==> src/rtl/mem_bus_responder.sv <==
// Main-memory bus responder: accepts a line read/write, waits LATENCY cycles, then moves
// four 32-bit beats through a word-addressed SRAM, critical word first.
`timescale 1ns/1ps

// state | meaning
// IDLE  | waiting for mem_en; captures direction, line base and starting beat
// WAIT  | access latency countdown before the first beat
// RBEAT | drives one SRAM word per cycle onto the bus, four beats
// WBEAT | writes one SRAM word per valid initiator beat, stalls without valid
// DONE  | one-cycle completion pulse, back to IDLE
module mem_bus_responder #(
    parameter int BUSDATAW = 32,
    parameter int BUSADDRW = 32,
    parameter int MEMADDRW = 15,
    parameter int LATENCY  = 5
) (
    input  logic                clk,
    input  logic                reset,
    input  logic                mem_en,
    input  logic                rd_wr,
    input  logic [BUSADDRW-1:0] bus_addr,
    input  logic [BUSDATAW-1:0] bus_data_in,
    input  logic                bus_data_valid_in,
    output logic [BUSDATAW-1:0] bus_data_out,
    output logic                bus_data_oe,
    output logic                bus_data_valid,
    output logic                bus_done,
    output logic                bus_busy,
    output logic [MEMADDRW-1:0] sram_addr,
    input  logic [BUSDATAW-1:0] sram_rd_data,
    output logic [BUSDATAW-1:0] sram_wr_data,
    output logic                sram_we
);

    typedef enum logic [2:0] {
        IDLE  = 3'd0,
        WAIT  = 3'd1,
        RBEAT = 3'd2,
        WBEAT = 3'd3,
        DONE  = 3'd4
    } state_t;

    state_t              state;
    state_t              state_nxt;
    logic [3:0]          lat_cnt;
    logic [1:0]          beat_idx;
    logic [1:0]          beat_cnt;
    logic [MEMADDRW-3:0] line_base;
    logic                rd_wr_q;
    logic                beat_adv;

    // Only bus_addr[MEMADDRW+1:2] selects SRAM words; the rest is deliberately dropped.
    logic [BUSADDRW-1:0] unused_bus_addr;
    assign unused_bus_addr = bus_addr;

    assign beat_adv = (state == RBEAT) || ((state == WBEAT) && bus_data_valid_in);

    always_ff @(posedge clk or posedge reset) begin
        if (reset) begin
            state <= IDLE;
        end else begin
            state <= state_nxt;
        end
    end

    always_comb begin
        state_nxt = state;
        case (state)
            IDLE:    if (mem_en) state_nxt = WAIT;
            WAIT:    if (lat_cnt == 4'd0) state_nxt = rd_wr_q ? WBEAT : RBEAT;
            RBEAT,
            WBEAT:   if (beat_adv && (beat_cnt == 2'd3)) state_nxt = DONE;
            DONE:    state_nxt = IDLE;
            default: state_nxt = IDLE;
        endcase
    end

    always_ff @(posedge clk or posedge reset) begin
        if (reset) begin
            lat_cnt   <= '0;
            beat_idx  <= '0;
            beat_cnt  <= '0;
            line_base <= '0;
            rd_wr_q   <= 1'b0;
        end else if ((state == IDLE) && mem_en) begin
            rd_wr_q   <= rd_wr;
            line_base <= bus_addr[MEMADDRW+1:4];
            beat_idx  <= bus_addr[3:2];
            beat_cnt  <= '0;
            lat_cnt   <= 4'(LATENCY - 1);
        end else if ((state == WAIT) && (lat_cnt != 4'd0)) begin
            lat_cnt <= lat_cnt - 4'd1;
        end else if (beat_adv) begin
            // 2-bit index wraps inside the 16-byte line
            beat_idx <= beat_idx + 2'd1;
            beat_cnt <= beat_cnt + 2'd1;
        end
    end

    assign sram_addr = {line_base, beat_idx};

    always_comb begin
        bus_busy       = (state != IDLE);
        bus_data_oe    = 1'b0;
        bus_data_valid = 1'b0;
        bus_data_out   = '0;
        bus_done       = 1'b0;
        sram_we        = 1'b0;
        sram_wr_data   = '0;
        case (state)
            RBEAT: begin
                bus_data_oe    = 1'b1;
                bus_data_valid = 1'b1;
                bus_data_out   = sram_rd_data;
            end
            WBEAT: begin
                sram_we      = bus_data_valid_in;
                sram_wr_data = bus_data_valid_in ? bus_data_in : '0;
            end
            DONE:    bus_done = 1'b1;
            default: ;
        endcase
    end

endmodule

==> config.mk <==
export PLATFORM = sky130hd
export DESIGN_NAME = mem_bus_responder
export DESIGN_NICKNAME = d
export VERILOG_FILES = /design/src/rtl/mem_bus_responder.sv
export SDC_FILE = /design/constraint.sdc
export NUM_CORES = 1
export LEC_CHECK = 0
export CAP_MARGIN = 30
export CORE_ASPECT_RATIO = 1.1
export CORE_MARGIN = 4
export CORE_UTILIZATION = 28
export DETAILED_ROUTE_END_ITERATION = 10
export PLACE_DENSITY = 0.82
export SYNTH_ARGS = -nofsm -noshare
export SYNTH_HDL_FRONTEND = slang
export SYNTH_SLANG_ARGS = --single-unit
==> constraint.sdc <==
create_clock -name clk -period 2.3 [get_ports clk]
set_input_delay 0.69 -clock clk [delete_from_list [all_inputs] [get_ports clk]]
set_output_delay 0.69 -clock clk [all_outputs]
set_load 0.005 [all_outputs]
==> run_results.csv <==
group,metric,value,unit
pwr,comb_power_share,66.0,%
final_layout,fillers,504,
synth,ys_seq_area_share,38.3,%
timing,hold_viol_final,0,
timing,maxSlewHeadroom,58.3,%
timing,fin_skew,0.00402,ns
synth,async_flop_share,100,%
critical_path,cp.required,1.61,ns
synth,yosys_register_bits,25,
clock_network,cts_buffers,3,
floorplan,num_rows,28,
critical_path,path_class,"flip-flop to primary output",
floorplan,start_util,29.5,%
drt,drc,0,
timing,max_freq,410,MHz
synth,synth_area,1640,um2
synth,syn_nets,303,
timing,setup_violations,31,
pwr,pwr-share-clk,8.7,%
placement,port_buffers,167,
final_layout,multi_input_area,927,um2
drt,ant_nets,0,
final_layout,final_util,65.2,%
pwr,p_int,2.06,mW
pwr,p_sw,1.11,mW
final_layout,diodes,0,
pwr,sw_frac_of_total,34.9,%
synth,yosys_warnings,0,
final_layout,final_cell_mix,"clkdlybuf4s50_1, and2_1, nand2_1, dlygate4sd2_1, dfrtp_1",
timing,fin_crit_sh,106,%
grt,first_global_vias,1902,
final_layout,nets,484,
synth,netlist_instances,200,
drt,drt_iter0_markers,23,
clock_network,path_clk_slew,0.10,ns
grt,antenna_found_initial,0,
critical_path,cp_max_fo,8,
grt,grt_max_degree,35,
timing,rsz0062_at_grt,"true",
placement,place_ws,-0.628,ns
synth,synth-main-ff-cell,"dfrtp_1",
critical_path,endpoint_kind,"primary output",
grt,grt_first_pass_wirelength,9.36,mm
drt,avgViaCountPerCell,4.40,
pwr,p_per_area,879,nW/um2
floorplan,die_x,80.9,um
floorplan,die_y,88.2,um
placement,place.detailed.hpwl,5.27,mm
timing,max_slew.worst_pin.slew,0.615,ns
pwr,p_leak,2.09,nW
clock_network,clkSinkCount,25,
grt,track_usage,16.6,%
timing,drv_slew,0,
clock_network,cts_tree,"built",
drt,first_pass_iters,4,
final_layout,seqCellArea,627,um2
clock_network,clkLatencyLatePin,0.27,ns
synth,synth.distinct_cells,37,
drt,wl,6.61,mm
pwr,irDropWorstVdd,0.704,mV
drt,vias,2000,
floorplan,coreArea,5540,um2
floorplan,ioPinCount,185,
drt,routed_wire_length_per_instance,14.5,um
final_layout,layout-drive-gt1-share,11.8,%
synth,synth_top_area_cell,"dfrtp_1",
outcome,status,"finished, violations left",
worst_hold_path,hold_path.class,"flip-flop to flip-flop",
timing,period_needed,2.44,ns
final_layout,mostFrequentLayoutCell,"clkdlybuf4s50_1",
synth,synth-edff-count,0,
pwr,power_frac_seq,25.3,%
placement,gp_congestion,0.724,
synth,synth.area.top_cells,"dfrtp_1, and2_1, nand2_1",
synth,synth_top_area_share,38.3,%
outcome,violations,"setup timing",
run,drv_cap,0,
clock_network,clockBufferDepth,2,
timing,setup_tns,-3.76,ns
grt,grt_overflow,0,
final_layout,area_growth,121,%
critical_path,crit_arrival,1.75,ns
clock_network,htreeDepth,1,
critical_path,cp-start-kind,"flip-flop",
synth,syn_avg_cell_area,8.18,um2
clock_network,root_buffer,"clkbuf_8",
floorplan,die-area,7130,um2
timing,setup_slack,-0.137,ns
==> stage by stage <==
stage / hold slack, ns / area (um2) / instances / total power [mW]
2_1_floorplan: 0.440 / 1640 / 200 / 1.69
3_3_place_gp: 0.456 / 3450 / 442 / 2.81
3_5_place_dp: 0.463 / 3450 / 442 / 2.86
4_1_cts: 0.488 / 3520 / 451 / 3.13
5_1_grt: 0.517 / 3610 / 455 / 3.42
6_report: 0.486 / 3610 / 455 / 3.17
==> per-layer routing <==
layer / global-route usage (%) / vias to the layer above / share of wire (%)
li1: - / 996 / -
met1: 18.8 / 915 / 35
met2: 32.6 / 85 / 55
met3: 3.50 / 4 / 8.8
met4: 1.84 / 0 / 0.47
met5: 0 / - / 0
==> kinds of logic (layout without fill, tap and decap cells) <==
family                   after synthesis  count (layout)  share of synthesized area, %
buffers and inverters                 19             199                          6.12
AND/OR/NAND/NOR                      135             135                          44.8
adder cells (fa/ha/maj)                2               2                          1.53
multiplexers                           4               4                          2.60
flip-flops                            25              25                          38.3
AO/OA/AOI/OAI                         15              15                          6.66
==> synth_stat cells (all sizes together) (2+ instances only) <==
cell    instances
a22o            2
a31oi           2
and2           64
buf             9
clkbuf          5
dfrtp          25
ha              2
inv             5
mux2            2
mux2i           2
nand2          49
nand2b          2
nor2            4
nor2b           2
nor3            3
o21ai           4
or3             2
==> worst paths after layout <==
path	from	endpoint	slack (ns)	cells after the start
setup reg to reg	state[0]	beat_idx[1]	0.54	5
min in group asynchronous	reset	line_base[3]	0.76	3
hold / removal	line_base[1]	line_base[1]	0.49	2
hold reg to reg	line_base[1]	line_base[1]	0.49	2
setup / recovery	state[1]	sram_wr_data[1]	-0.14	5
max in group asynchronous	reset	state[1]	1.27	3
==> timing repair <==
| item | 4_1_cts | 5_1_grt |
|---|---|---|
| setup buffers | 3 | 3 |
| gates cloned | 2 | 1 |
| gates resized for setup | 57 | 38 |
| setup endpoints to repair | 69 | 62 |
| pin swaps | 0 | 1 |
| hold buffers | 0 | 0 |
==> registers in the layout, summed over array words and instances (netlist names) <==
| name | count |
|---|---|
| line_base | 13 |
| rd_wr_q | 1 |
| beat_cnt | 2 |
| beat_idx | 2 |
| lat_cnt | 4 |
| state | 3 |
==> power by group through the flow <==
stage          logic [mW]  clock network, mW  registers (mW)
2_1_floorplan       0.893                  0           0.794
3_5_place_dp         2.06                  0           0.798
6_report             2.09              0.277           0.802
4_1_cts              2.06              0.279           0.793
3_3_place_gp         2.01                  0           0.795
5_1_grt              2.29              0.300           0.833
==> layout make-up <==
class	count	area share [%]
Clock buffer	3	1.14
Clock inverter	1	0.243
Inverter	5	0.520
Multi-Input combinational cell	156	25.7
Sequential cell	25	17.4
Tap cell	75	2.60
Timing Repair Buffer	190	52.5
==> worst max-delay path, stage by stage (launching register included) <==
cell and delay [ns]:
dfrtp_2 0.45, nor2b_1 0.15, and3_4 0.19, bufbuf_16 0.26, and2_1 0.16, dlygate4sd2_1 0.26
(Power assumes the default switching activity.)
